## src/rtl/seq_pattern_detector.sv

```systemverilog
// ---------------------------------------------------------------------------
// seq_pattern_detector
//   Serial bit-pattern detector with a pattern that can be loaded at runtime.
//   Each bit on `a` is shifted into a history register when `en` is high.
//   `y` pulses for one cycle when the most recent PAT_W bits equal the
//   active pattern. The MSB of the pattern is the first bit received.
//   Matches can overlap or be non-overlapping, and a saturating counter
//   tracks the number of matches.
//
// Ports
//   clk        rising-edge clock
//   rst        asynchronous active-low reset
//   en         sample enable for a
//   a          serial data bit
//   overlap    1 = overlapping matches, 0 = restart history after a match
//   pat_load   load pat_in as the active pattern (has priority over en)
//   pat_in     new pattern value, MSB first
//   cnt_clr    synchronous clear of match_cnt and cnt_sat
//   y          registered one-cycle match pulse
//   match_cnt  saturating match count since reset or clear
//   cnt_sat    sticky flag, set when match_cnt reaches all-ones
// ---------------------------------------------------------------------------
module seq_pattern_detector #(
    parameter int               PAT_W   = 5,
    parameter logic [PAT_W-1:0] PATTERN = 5'b10000,
    parameter int               CNT_W   = 8
) (
    input  logic             clk,
    input  logic             rst,
    input  logic             en,
    input  logic             a,
    input  logic             overlap,
    input  logic             pat_load,
    input  logic [PAT_W-1:0] pat_in,
    input  logic             cnt_clr,
    output logic             y,
    output logic [CNT_W-1:0] match_cnt,
    output logic             cnt_sat
);

    localparam int               FILL_W   = $clog2(PAT_W + 1);
    localparam logic [FILL_W-1:0] FILL_MAX = FILL_W'(PAT_W);
    localparam logic [CNT_W-1:0]  CNT_MAX  = '1;

    logic [PAT_W-1:0]  pat_q;
    logic [PAT_W-1:0]  hist;
    logic [FILL_W-1:0] fill;

    logic [PAT_W-1:0]  nh;
    logic [FILL_W-1:0] nf;
    logic              m;
    logic [CNT_W-1:0]  cnt_inc;

    // fill guards against matching on zero-padding left behind by reset,
    // a pattern load or a non-overlapping restart.
    always_comb begin
        nh      = {hist[PAT_W-2:0], a};
        nf      = (fill == FILL_MAX) ? fill : fill + 1'b1;
        m       = en && !pat_load && (nf == FILL_MAX) && (nh == pat_q);
        cnt_inc = match_cnt + 1'b1;
    end

    always_ff @(posedge clk or negedge rst) begin
        if (!rst) begin
            pat_q <= PATTERN;
            hist  <= '0;
            fill  <= '0;
            y     <= 1'b0;
        end else if (pat_load) begin
            pat_q <= pat_in;
            hist  <= '0;
            fill  <= '0;
            y     <= 1'b0;
        end else if (en) begin
            y <= m;
            if (m && !overlap) begin
                hist <= '0;
                fill <= '0;
            end else begin
                hist <= nh;
                fill <= nf;
            end
        end else begin
            y <= 1'b0;
        end
    end

    // A clear coinciding with a match keeps that match as the first count.
    always_ff @(posedge clk or negedge rst) begin
        if (!rst) begin
            match_cnt <= '0;
            cnt_sat   <= 1'b0;
        end else if (cnt_clr) begin
            match_cnt <= m ? CNT_W'(1) : '0;
            cnt_sat   <= 1'b0;
        end else if (m && (match_cnt != CNT_MAX)) begin
            match_cnt <= cnt_inc;
            if (cnt_inc == CNT_MAX) begin
                cnt_sat <= 1'b1;
            end
        end
    end

endmodule

```

## config.mk

```make
export PLATFORM = sky130hd
export DESIGN_NAME = seq_pattern_detector
export DESIGN_NICKNAME = d
export VERILOG_FILES = /design/src/rtl/seq_pattern_detector.sv
export SDC_FILE = /design/constraint.sdc
export NUM_CORES = 1
export LEC_CHECK = 0
export BUFFER_PORTS_ARGS = -buffer_cell sky130_fd_sc_hd__clkbuf_2
export CAP_MARGIN = 20
export CORE_MARGIN = 2
export CORE_UTILIZATION = 32
export DETAILED_ROUTE_END_ITERATION = 8
export PLACE_DENSITY = 0.6
export SYNTH_ARGS = -nofsm -noshare
export SYNTH_HDL_FRONTEND = slang
export SYNTH_SLANG_ARGS = --single-unit
```

## constraint.sdc

```tcl
create_clock -name clk -period 5.6 [get_ports clk]
set_input_delay 1.12 -clock clk [delete_from_list [all_inputs] [get_ports clk]]
set_output_delay 1.12 -clock clk [all_outputs]
set_load 0.005 [all_outputs]
```

==> results of run 1 <==
-- logic make-up after synthesis --
group,share of synthesized area
simple gates,0.252
flops,0.467
compound gates,0.0942
xor+xnor,0.0741
fa+ha+maj,0.0423
mux,0.0476
buf+inv,0.0233
-- area by class of cell --
cell class / count / area, um^2
Tap cell: 48 / 60.1
Inverter: 2 / 7.51
Timing Repair Buffer: 21 / 105
Clock inverter: 1 / 30.0
Fill cell: 373 / 2210
Clock buffer: 3 / 41.3
Multi-Input combinational cell: 87 / 603
Sequential cell: 22 / 552
-- path summary, 6_finish.rpt --
path,startpoint,to,slack [ps],cells past startpoint
worst min-delay path,cnt_sat,cnt_sat,510,2
worst min register to register,cnt_sat,cnt_sat,510,2
max in group asynchronous,rst,pat_q[4],4400,1
worst max-delay path,pat_load,match_cnt[5],2420,6
worst max register to register,fill[1],match_cnt[5],3120,5
min in group asynchronous,rst,y,830,1
-- power groups by stage --
stage	combinational, mW	sequential, mW	clock [mW]
2_1_floorplan	0.0174	0.172	0
3_3_place_gp	0.0270	0.173	0
3_5_place_dp	0.0282	0.173	0
4_1_cts	0.0282	0.170	0.153
5_1_grt	0.0313	0.171	0.158
6_report	0.0275	0.170	0.146
-- per-layer routing --
metal | share of wire | vias up | routed length (um) | GRT usage
li1 | - | 461 | - | -
met1 | 0.44 | 447 | 1030 | 0.145
met2 | 0.49 | 29 | 1160 | 0.228
met3 | 0.056 | 4 | 130 | 0.0417
met4 | 0.011 | 0 | 25 | 0.0319
met5 | 0 | - | 0 | 0
-- sequential cells by signal (all words and copies together) (netlist names) --
name,flops
cnt_sat,1
match_cnt,8
hist,4
fill,3
pat_q,5
y,1
-- stage by stage --
stage	power [mW]	area [um^2]	instances	hold WS, ps	utilization
floorplan	0.189	1180	116	479	-
global placement	0.200	1330	180	480	0.368
detailed placement	0.201	1330	180	503	0.368
CTS	0.351	1400	184	521	0.388
global route	0.360	1400	184	554	0.388
finish	0.343	1400	184	509	0.388
-- worst register-to-register path: cells and delay by family, from the launching register on --
family | cells | cell delay, ps
DFF | 1 | 420
AOI/OAI and AO/OA | 1 | 150
and+or+nand+nor | 4 | 1840
-- cells in the final DEF (no fill, tap or decap) --
cell type / Yosys / routed
a211oi_1: 2 / 2
or4b_1: 1 / 1
xnor2_1: 6 / 6
nand4_1: 2 / 2
ha_1: 4 / 4
nor4b_1: 1 / 1
nor2_1: 9 / 9
a31oi_1: 1 / 1
dfstp_2: 1 / 1
a21oi_1: 8 / 8
nor4_1: 3 / 3
and4bb_2: 1 / 1
clkbuf_8: 0 / 3
inv_1: 2 / 2
or2_2: 1 / 1
nand2b_1: 6 / 6
bufinv_16: 0 / 1
o32ai_1: 1 / 1
dfrtp_1: 21 / 21
or3_1: 2 / 2
nand3b_1: 6 / 6
o31ai_1: 3 / 3
nor2b_1: 1 / 1
or4_1: 3 / 3
nand3_1: 3 / 3
and3b_1: 1 / 1
xor2_1: 4 / 4
clkbuf_2: 0 / 21
o41ai_1: 1 / 1
o21ai_0: 2 / 2
nand2_1: 6 / 6
and4b_1: 1 / 1
mux2_2: 5 / 5
nor3_1: 3 / 3
==> results.py, run 1 <==
metrics = {
    "clock_network": {
        "root_buffer": "clkbuf_8",
        "cts.hold.buffers_added": 0,
        "numCtsBuffers": 3,
        "postCtsSetupRepairBufs": 0,
        "cts_tree": "built",
        "clock_sinks": 22,
        "path_clk_slew_ps": 80,
        "cts.repair.resized": 0,
        "clk_path_buf_depth": 2,
        "htreeDepth": 1,
        "insertion_delay_ps": 260,
    },
    "route": {
        "ant_nets": 0,
        "via_count": 941,
        "dr.pass1.iters": 4,
        "first_iter_violations": 72,
        "drc": 0,
        "vias_per_cell": 5.11,
        "routed_wl_um": 2340,
        "wire_per_inst_um": 12.7,
    },
    "place": {
        "gp_congestion": 0.816,
        "dp_hpwl_um": 1770,
        "port_buffers": 21,
        "post-place-ws_ps": 2150,
    },
    "global_route": {
        "grt_max_degree": 23,
        "grt_pass1_vias": 941,
        "grt-ovfl-total": 0,
        "antenna_found_initial": 0,
        "grtUsageTotal": 0.127,
        "grt_pass1_wl_um": 4110,
    },
    "critical_path": {
        "critical_path_required_ps": 5790,
        "slowest_stage": "or4b_1",
        "arrival_ps": 3370,
        "critical_path.max_fanout": 15,
        "critical-path-max-stage-delay_ps": 550,
        "cp_cell_sequence": "clkbuf_2 > and4bb_2 > or4b_1 > or3_1 > or4_1 > a21oi_1",
        "cp_num_buf_inv": 1,
        "path_class": "in -> reg",
        "start_kind": "input pin",
        "endpoint_kind": "register",
        "path_delay_family": "simple AND/OR/NAND/NOR gates",
    },
    "outcome": {
        "status": "complete, no violations",
    },
    "yosys": {
        "yosysMostFrequentCell": "dfrtp_1",
        "synth_area_leaders": "dfrtp_1 44%, mux2_2 4.8%, xnor2_1 4.4%, ha_1 4.2%, nand3b_1 3.8%",
        "synth_nets": 132,
        "synth.top_cell.area_share": 0.444,
        "async_flop_share": 1.00,
        "synth_seq_area_share": 0.467,
        "yosysWarnings": 0,
        "synth_commonest_cells": "21 x dfrtp_1, 9 x nor2_1, 8 x a21oi_1",
        "synth_edf_count": 0,
        "netlist_instances": 116,
        "synth_cell_type_count": 33,
        "avgSynthCellArea_um2": 10.2,
        "synth-seq-cells": 22,
        "ys.flop_type": "dfrtp_1",
        "syn_area_um2": 1180,
        "synth_top_area_cell": "dfrtp_1",
    },
    "power_and_ir_drop": {
        "power.share.clock": 0.425,
        "p_sw_frac": 0.204,
        "p_seq_frac": 0.495,
        "p_comb_frac": 0.080,
        "irDropWorstVdd_uv": 130,
        "p_switching_mw": 0.0698,
        "p_leak_nw": 0.577,
        "p_int_mw": 0.273,
        "powerDensity_nw_per_um2": 245,
    },
    "job": {
        "drv_cap": 0,
    },
    "timing": {
        "setup_tns_ps": 0,
        "timing.fmax_mhz": 315,
        "drv_slew": 0,
        "final.setup.worst_slack_ps": 2420,
        "fin_skew_ps": 3.81,
        "finalSetupViolCount": 0,
        "worstMarginPinSlew_ps": 694,
        "timing.final.crit_share": 0.568,
        "period_minus_slack_ps": 3180,
        "rsz0062_at_grt": "false",
        "hold_viol": 0,
        "slew_headroom": 0.534,
    },
    "floorplan": {
        "io_pins": 22,
        "num_rows": 22,
        "die-width_um": 64.8,
        "core_area_um2": 3610,
        "initial_core_util": 0.328,
        "dieArea_um2": 4200,
        "die_y_um": 64.8,
    },
    "finish": {
        "drive_above_1_share": 0.243,
        "fin_nets": 153,
        "diodes": 0,
        "area_growth_pct": 18.3,
    },
    "hold_path": {
        "hp-class": "reg -> reg",
    },
}
Note: power is estimated with default switching activity, not from simulation.
==> inputs of run 2 (changes only) <==
--- a/config.mk
+++ b/config.mk
@@ -10,7 +10,7 @@
 export CORE_MARGIN = 2
 export CORE_UTILIZATION = 32
 export DETAILED_ROUTE_END_ITERATION = 8
-export PLACE_DENSITY = 0.6
+export PLACE_DENSITY = 0.62
 export SYNTH_ARGS = -nofsm -noshare
 export SYNTH_HDL_FRONTEND = slang
 export SYNTH_SLANG_ARGS = --single-unit
==> constraint.sdc (replaced) <==
create_clock -name clk -period 2.6 [get_ports clk]
set_input_delay 0.52 -clock clk [delete_from_list [all_inputs] [get_ports clk]]
set_output_delay 0.52 -clock clk [all_outputs]
set_load 0.005 [all_outputs]
==> run 2 against run 1 <==
Design area increased by 0.98%. Critical path type is now reg -> reg. Routed wire length increased by 2.6%. Largest power group unchanged. Power increased by 97%. Core utilization increased by 0.38 points. Highest routed layer is now met3. Clock skew decreased by 1.7 ps.
==> results.py, run 2 (synthesis gave the netlist of run 1 again) <==
metrics = {
    "outcome": {
        "status": "complete, no violations",
    },
    "place": {
        "post_dp_cell_area_um2": 1360,
        "gp_congestion": 0.804,
        "port_buffers": 21,
        "place_inst": 184,
        "dp_hpwl_um": 1800,
    },
    "critical_path": {
        "reg2reg_slack_ps": 250,
        "critical_path.max_fanout": 7,
        "cp_cell_sequence": "and4bb_2 > or4b_1 > or3_1 > or4_1 > a21oi_1",
        "critical_path_required_ps": 2790,
        "path_class": "reg -> reg",
        "endpoint_kind": "register",
        "path_delay_family": "simple AND/OR/NAND/NOR gates",
        "critical-path-max-stage-delay_ps": 490,
        "cp_num_buf_inv": 0,
        "slowest_stage": "or4_1",
        "arrival_ps": 2540,
        "start_kind": "register",
    },
    "route": {
        "vias_per_cell": 5.06,
        "via_count": 951,
        "ant_nets": 0,
        "first_iter_violations": 59,
        "wire_per_inst_um": 12.8,
        "dr.pass1.iters": 4,
        "routed_wl_um": 2400,
        "drc": 0,
    },
    "clock_network": {
        "clk_path_buf_depth": 2,
        "cts.repair.resized": 0,
        "root_buffer": "clkbuf_8",
        "path_clk_slew_ps": 80,
        "insertion_delay_ps": 260,
        "cts.hold.buffers_added": 0,
        "cts_tree": "built",
        "numCtsBuffers": 3,
        "clock_sinks": 22,
        "postCtsSetupRepairBufs": 0,
        "htreeDepth": 1,
    },
    "global_route": {
        "grtUsageTotal": 0.131,
        "grt_pass1_vias": 987,
        "antenna_found_initial": 0,
        "grt_pass1_wl_um": 4330,
        "grt_max_degree": 23,
        "grt-ovfl-total": 0,
    },
    "timing": {
        "hold_viol": 0,
        "drv_slew": 0,
        "fin_skew_ps": 2.11,
        "period_minus_slack_ps": 2350,
        "rsz0062_at_grt": "false",
        "worstMarginPinSlew_ps": 555,
        "timing.fmax_mhz": 425,
        "slew_headroom": 0.630,
        "timing.final.crit_share": 0.904,
        "setup_tns_ps": 0,
        "finalSetupViolCount": 0,
    },
    "job": {
        "drv_cap": 0,
    },
    "finish": {
        "diodes": 0,
        "fin_cells": 188,
        "area_growth_pct": 19.5,
        "drive_above_1_share": 0.264,
        "fill_cells": 375,
        "regMostFlops": "match_cnt",
        "reg_top3": "match_cnt x8, pat_q x5, hist x4",
        "fin_nets": 157,
        "largest_register_ffs": 8,
        "fin_util": 0.392,
        "stdcell_area_um2": 1410,
        "final_cell_mix": "21 x dfrtp_1, 21 x clkbuf_2, 9 x nor2_1, 8 x a21oi_1",
    },
    "floorplan": {
        "io_pins": 22,
        "core_area_um2": 3610,
        "initial_core_util": 0.328,
        "die_y_um": 64.8,
        "dieArea_um2": 4200,
        "num_rows": 22,
        "die-width_um": 64.8,
    },
    "power_and_ir_drop": {
        "p_leak_nw": 0.590,
        "irDropWorstVdd_uv": 342,
        "powerDensity_nw_per_um2": 478,
    },
    "hold_path": {
        "hp-class": "in -> async",
    },
}
run 2: changes by cell type in the layout (fill, tap and decap cells not counted), sizes merged:
cell and change:
clkbuf +1, buf +4, bufinv -1
run 2: routing by layer:
| layer | track usage | vias up | share of wire |
|---|---|---|---|
| met3 | 0.0347 | 0 | 0.055 |
| li1 | - | 470 | - |
| met4 | 0.0346 | 0 | 0 |
| met2 | 0.223 | 26 | 0.48 |
| met5 | 0 | - | 0 |
| met1 | 0.163 | 455 | 0.46 |
run 2: path summary, 6_finish.rpt:
check	cells past startpoint	startpoint	endpoint
worst min-delay path	1	rst	match_cnt[6]
worst min register to register	2	cnt_sat	cnt_sat
worst max register to register	5	fill[1]	match_cnt[5]
worst max-delay path	5	fill[1]	match_cnt[5]
max in group asynchronous	1	rst	pat_q[4]
min in group clk	2	pat_in[2]	pat_q[2]
run 2: layout make-up:
class                   count  area [um^2]  area share
clock buffers               4         55.1      0.0390
multi-input cells          87          603       0.427
repair buffers             25          135      0.0957
inverters                   2         7.51     0.00531
flip-flops and latches     22          552       0.391
well taps                  48         60.1      0.0425
run 2: power breakdown:
part           total [mW]  leakage, nW  switching, mW  internal, mW
combinational      0.0620        0.268         0.0328        0.0292
clock               0.248       0.0288          0.113         0.135
sequential          0.365        0.293        0.00993         0.355
total               0.675        0.590          0.156         0.519
run 2: stage by stage:
step | hold WS [ps] | setup WS, ps | power [mW]
after floorplan | 224 | 97.2 | 0.407
after global placement | 476 | 115 | 0.432
after detailed placement | 499 | 55.5 | 0.435
after CTS | 242 | 241 | 0.688
after global routing | 267 | 174 | 0.712
final | 227 | 250 | 0.675
run 2: worst reg2reg max path, delay by kind of cell (launching register included):
kind,cells,cell delay (ps)
simple gates,4,1710
compound gates,1,150
flops,1,410
==> inputs of run 3 (changes only) <==
--- a/config.mk
+++ b/config.mk
@@ -10,6 +10,7 @@
 export CORE_MARGIN = 2
 export CORE_UTILIZATION = 32
 export DETAILED_ROUTE_END_ITERATION = 8
+export MAX_ROUTING_LAYER = met4
 export PLACE_DENSITY = 0.62
 export SYNTH_ARGS = -nofsm -noshare
 export SYNTH_HDL_FRONTEND = slang
==> run 3 against run 2 <==
Clock skew about the same. Power barely moved. Non-clock buffer count unchanged. Critical path depth unchanged. Critical path type unchanged. Critical endpoint unchanged. Largest cell class unchanged.
==> results.py, run 3 (synthesis gave the netlist of run 1 again) <==
metrics = {
    "timing": {
        "rsz0062_at_grt": "false",
        "timing.final.crit_share": 0.904,
        "worstMarginPinSlew_ps": 555,
        "slew_headroom": 0.630,
        "setup_tns_ps": 0,
        "drv_slew": 0,
        "hold_ws_ps": 227,
        "period_minus_slack_ps": 2350,
        "finalSetupViolCount": 0,
        "hold_viol": 0,
        "fin_skew_ps": 2.31,
        "timing.fmax_mhz": 425,
    },
    "floorplan": {
        "io_pins": 22,
        "num_rows": 22,
        "initial_core_util": 0.328,
        "dieArea_um2": 4200,
        "core_area_um2": 3610,
        "die-width_um": 64.8,
        "die_y_um": 64.8,
    },
    "finish": {
        "reg_top3": "match_cnt x8, pat_q x5, hist x4",
        "largest_register_ffs": 8,
        "stdcell_area_um2": 1410,
        "diodes": 0,
        "drive_above_1_share": 0.264,
        "regMostFlops": "match_cnt",
        "area_growth_pct": 19.5,
        "final_cell_mix": "21 x dfrtp_1, 21 x clkbuf_2, 9 x nor2_1, 8 x a21oi_1",
        "fin_nets": 157,
    },
    "power_and_ir_drop": {
        "p_comb_frac": 0.092,
        "p_sw_frac": 0.231,
        "p_leak_nw": 0.590,
        "powerDensity_nw_per_um2": 478,
        "p_int_mw": 0.519,
        "p_seq_frac": 0.541,
        "power.share.clock": 0.368,
        "irDropWorstVdd_uv": 342,
        "p_switching_mw": 0.156,
    },
    "global_route": {
        "grt-ovfl-total": 0,
        "grt_max_degree": 23,
        "grt_pass1_wl_um": 4330,
        "grtUsageTotal": 0.134,
        "antenna_found_initial": 0,
        "grt_pass1_vias": 987,
    },
    "job": {
        "drv_cap": 0,
    },
    "critical_path": {
        "critical_path_required_ps": 2790,
        "critical-path-max-stage-delay_ps": 490,
        "start_kind": "register",
        "critical_path.max_fanout": 7,
        "arrival_ps": 2540,
        "path_class": "reg -> reg",
        "slowest_stage": "or4_1",
        "endpoint_kind": "register",
        "r2r_cells": 5,
        "cp_cell_sequence": "and4bb_2 > or4b_1 > or3_1 > or4_1 > a21oi_1",
    },
    "clock_network": {
        "numCtsBuffers": 3,
        "insertion_delay_ps": 260,
        "cts.repair.resized": 0,
        "clock_sinks": 22,
        "path_clk_slew_ps": 80,
        "cts.hold.buffers_added": 0,
        "htreeDepth": 1,
        "clk_path_buf_depth": 2,
        "cts_tree": "built",
        "postCtsSetupRepairBufs": 0,
        "root_buffer": "clkbuf_8",
    },
    "route": {
        "vias_per_cell": 5.06,
        "routed_wl_um": 2400,
        "via_count": 951,
        "drc": 0,
        "first_iter_violations": 59,
        "ant_nets": 0,
        "dr.pass1.iters": 4,
        "wire_per_inst_um": 12.8,
    },
    "place": {
        "post_dp_cell_area_um2": 1360,
        "gp_congestion": 0.816,
        "dp_hpwl_um": 1800,
        "port_buffers": 21,
    },
    "outcome": {
        "status": "complete, no violations",
    },
    "hold_path": {
        "hp-class": "in -> async",
    },
}
-- run 3: cell counts in the layout (fill, tap and decap cells not counted) --
Identical to the previous run, type by type.
-- run 3: layout make-up --
cell class	count	area, um^2
Sequential cell	22	552
Inverter	2	7.51
Clock buffer	4	55.1
Timing Repair Buffer	25	135
Fill cell	375	2190
Tap cell	48	60.1
Multi-Input combinational cell	87	603
-- run 3: final timing paths --
path,end,start,slack (ps)
min reg2reg,cnt_sat,cnt_sat,510
min in group clk,pat_q[2],pat_in[2],480
max,match_cnt[5],fill[1],250
max reg2reg,match_cnt[5],fill[1],250
min,match_cnt[6],rst,230
max in group asynchronous,pat_q[4],rst,2000
-- run 3: power by group through the flow --
stage               Sequential [mW]  Clock [mW]  Combinational [mW]
floorplan                     0.370           0              0.0376
global placement              0.372           0              0.0600
detailed placement            0.372           0              0.0630
CTS                           0.365       0.260              0.0633
global route                  0.367       0.274              0.0703
finish                        0.365       0.248              0.0620
-- run 3: critical path: cells and delay by family, from the launching register on --
| kind | cells | cell delay, ps |
|---|---|---|
| AO/OA/AOI/OAI | 1 | 150 |
| flip-flops | 1 | 410 |
| AND/OR/NAND/NOR | 4 | 1710 |
-- run 3: routing by layer --
layer / vias up / track usage / routed length [um]
li1: 470 / - / -
met1: 455 / 0.164 / 1120
met2: 26 / 0.223 / 1150
met3: 0 / 0.0330 / 129
met4: 0 / 0.0346 / 0
met5: - / - / 0
-- run 3: per-stage QoR --
stage | power (mW) | utilization | worst slack, ps | std cells
global route | 0.712 | 0.392 | 174 | 188
floorplan | 0.407 | - | 97.2 | 116
detailed placement | 0.435 | 0.376 | 55.5 | 184
CTS | 0.688 | 0.392 | 241 | 188
finish | 0.675 | 0.392 | 249 | 188
global placement | 0.432 | 0.376 | 115 | 184
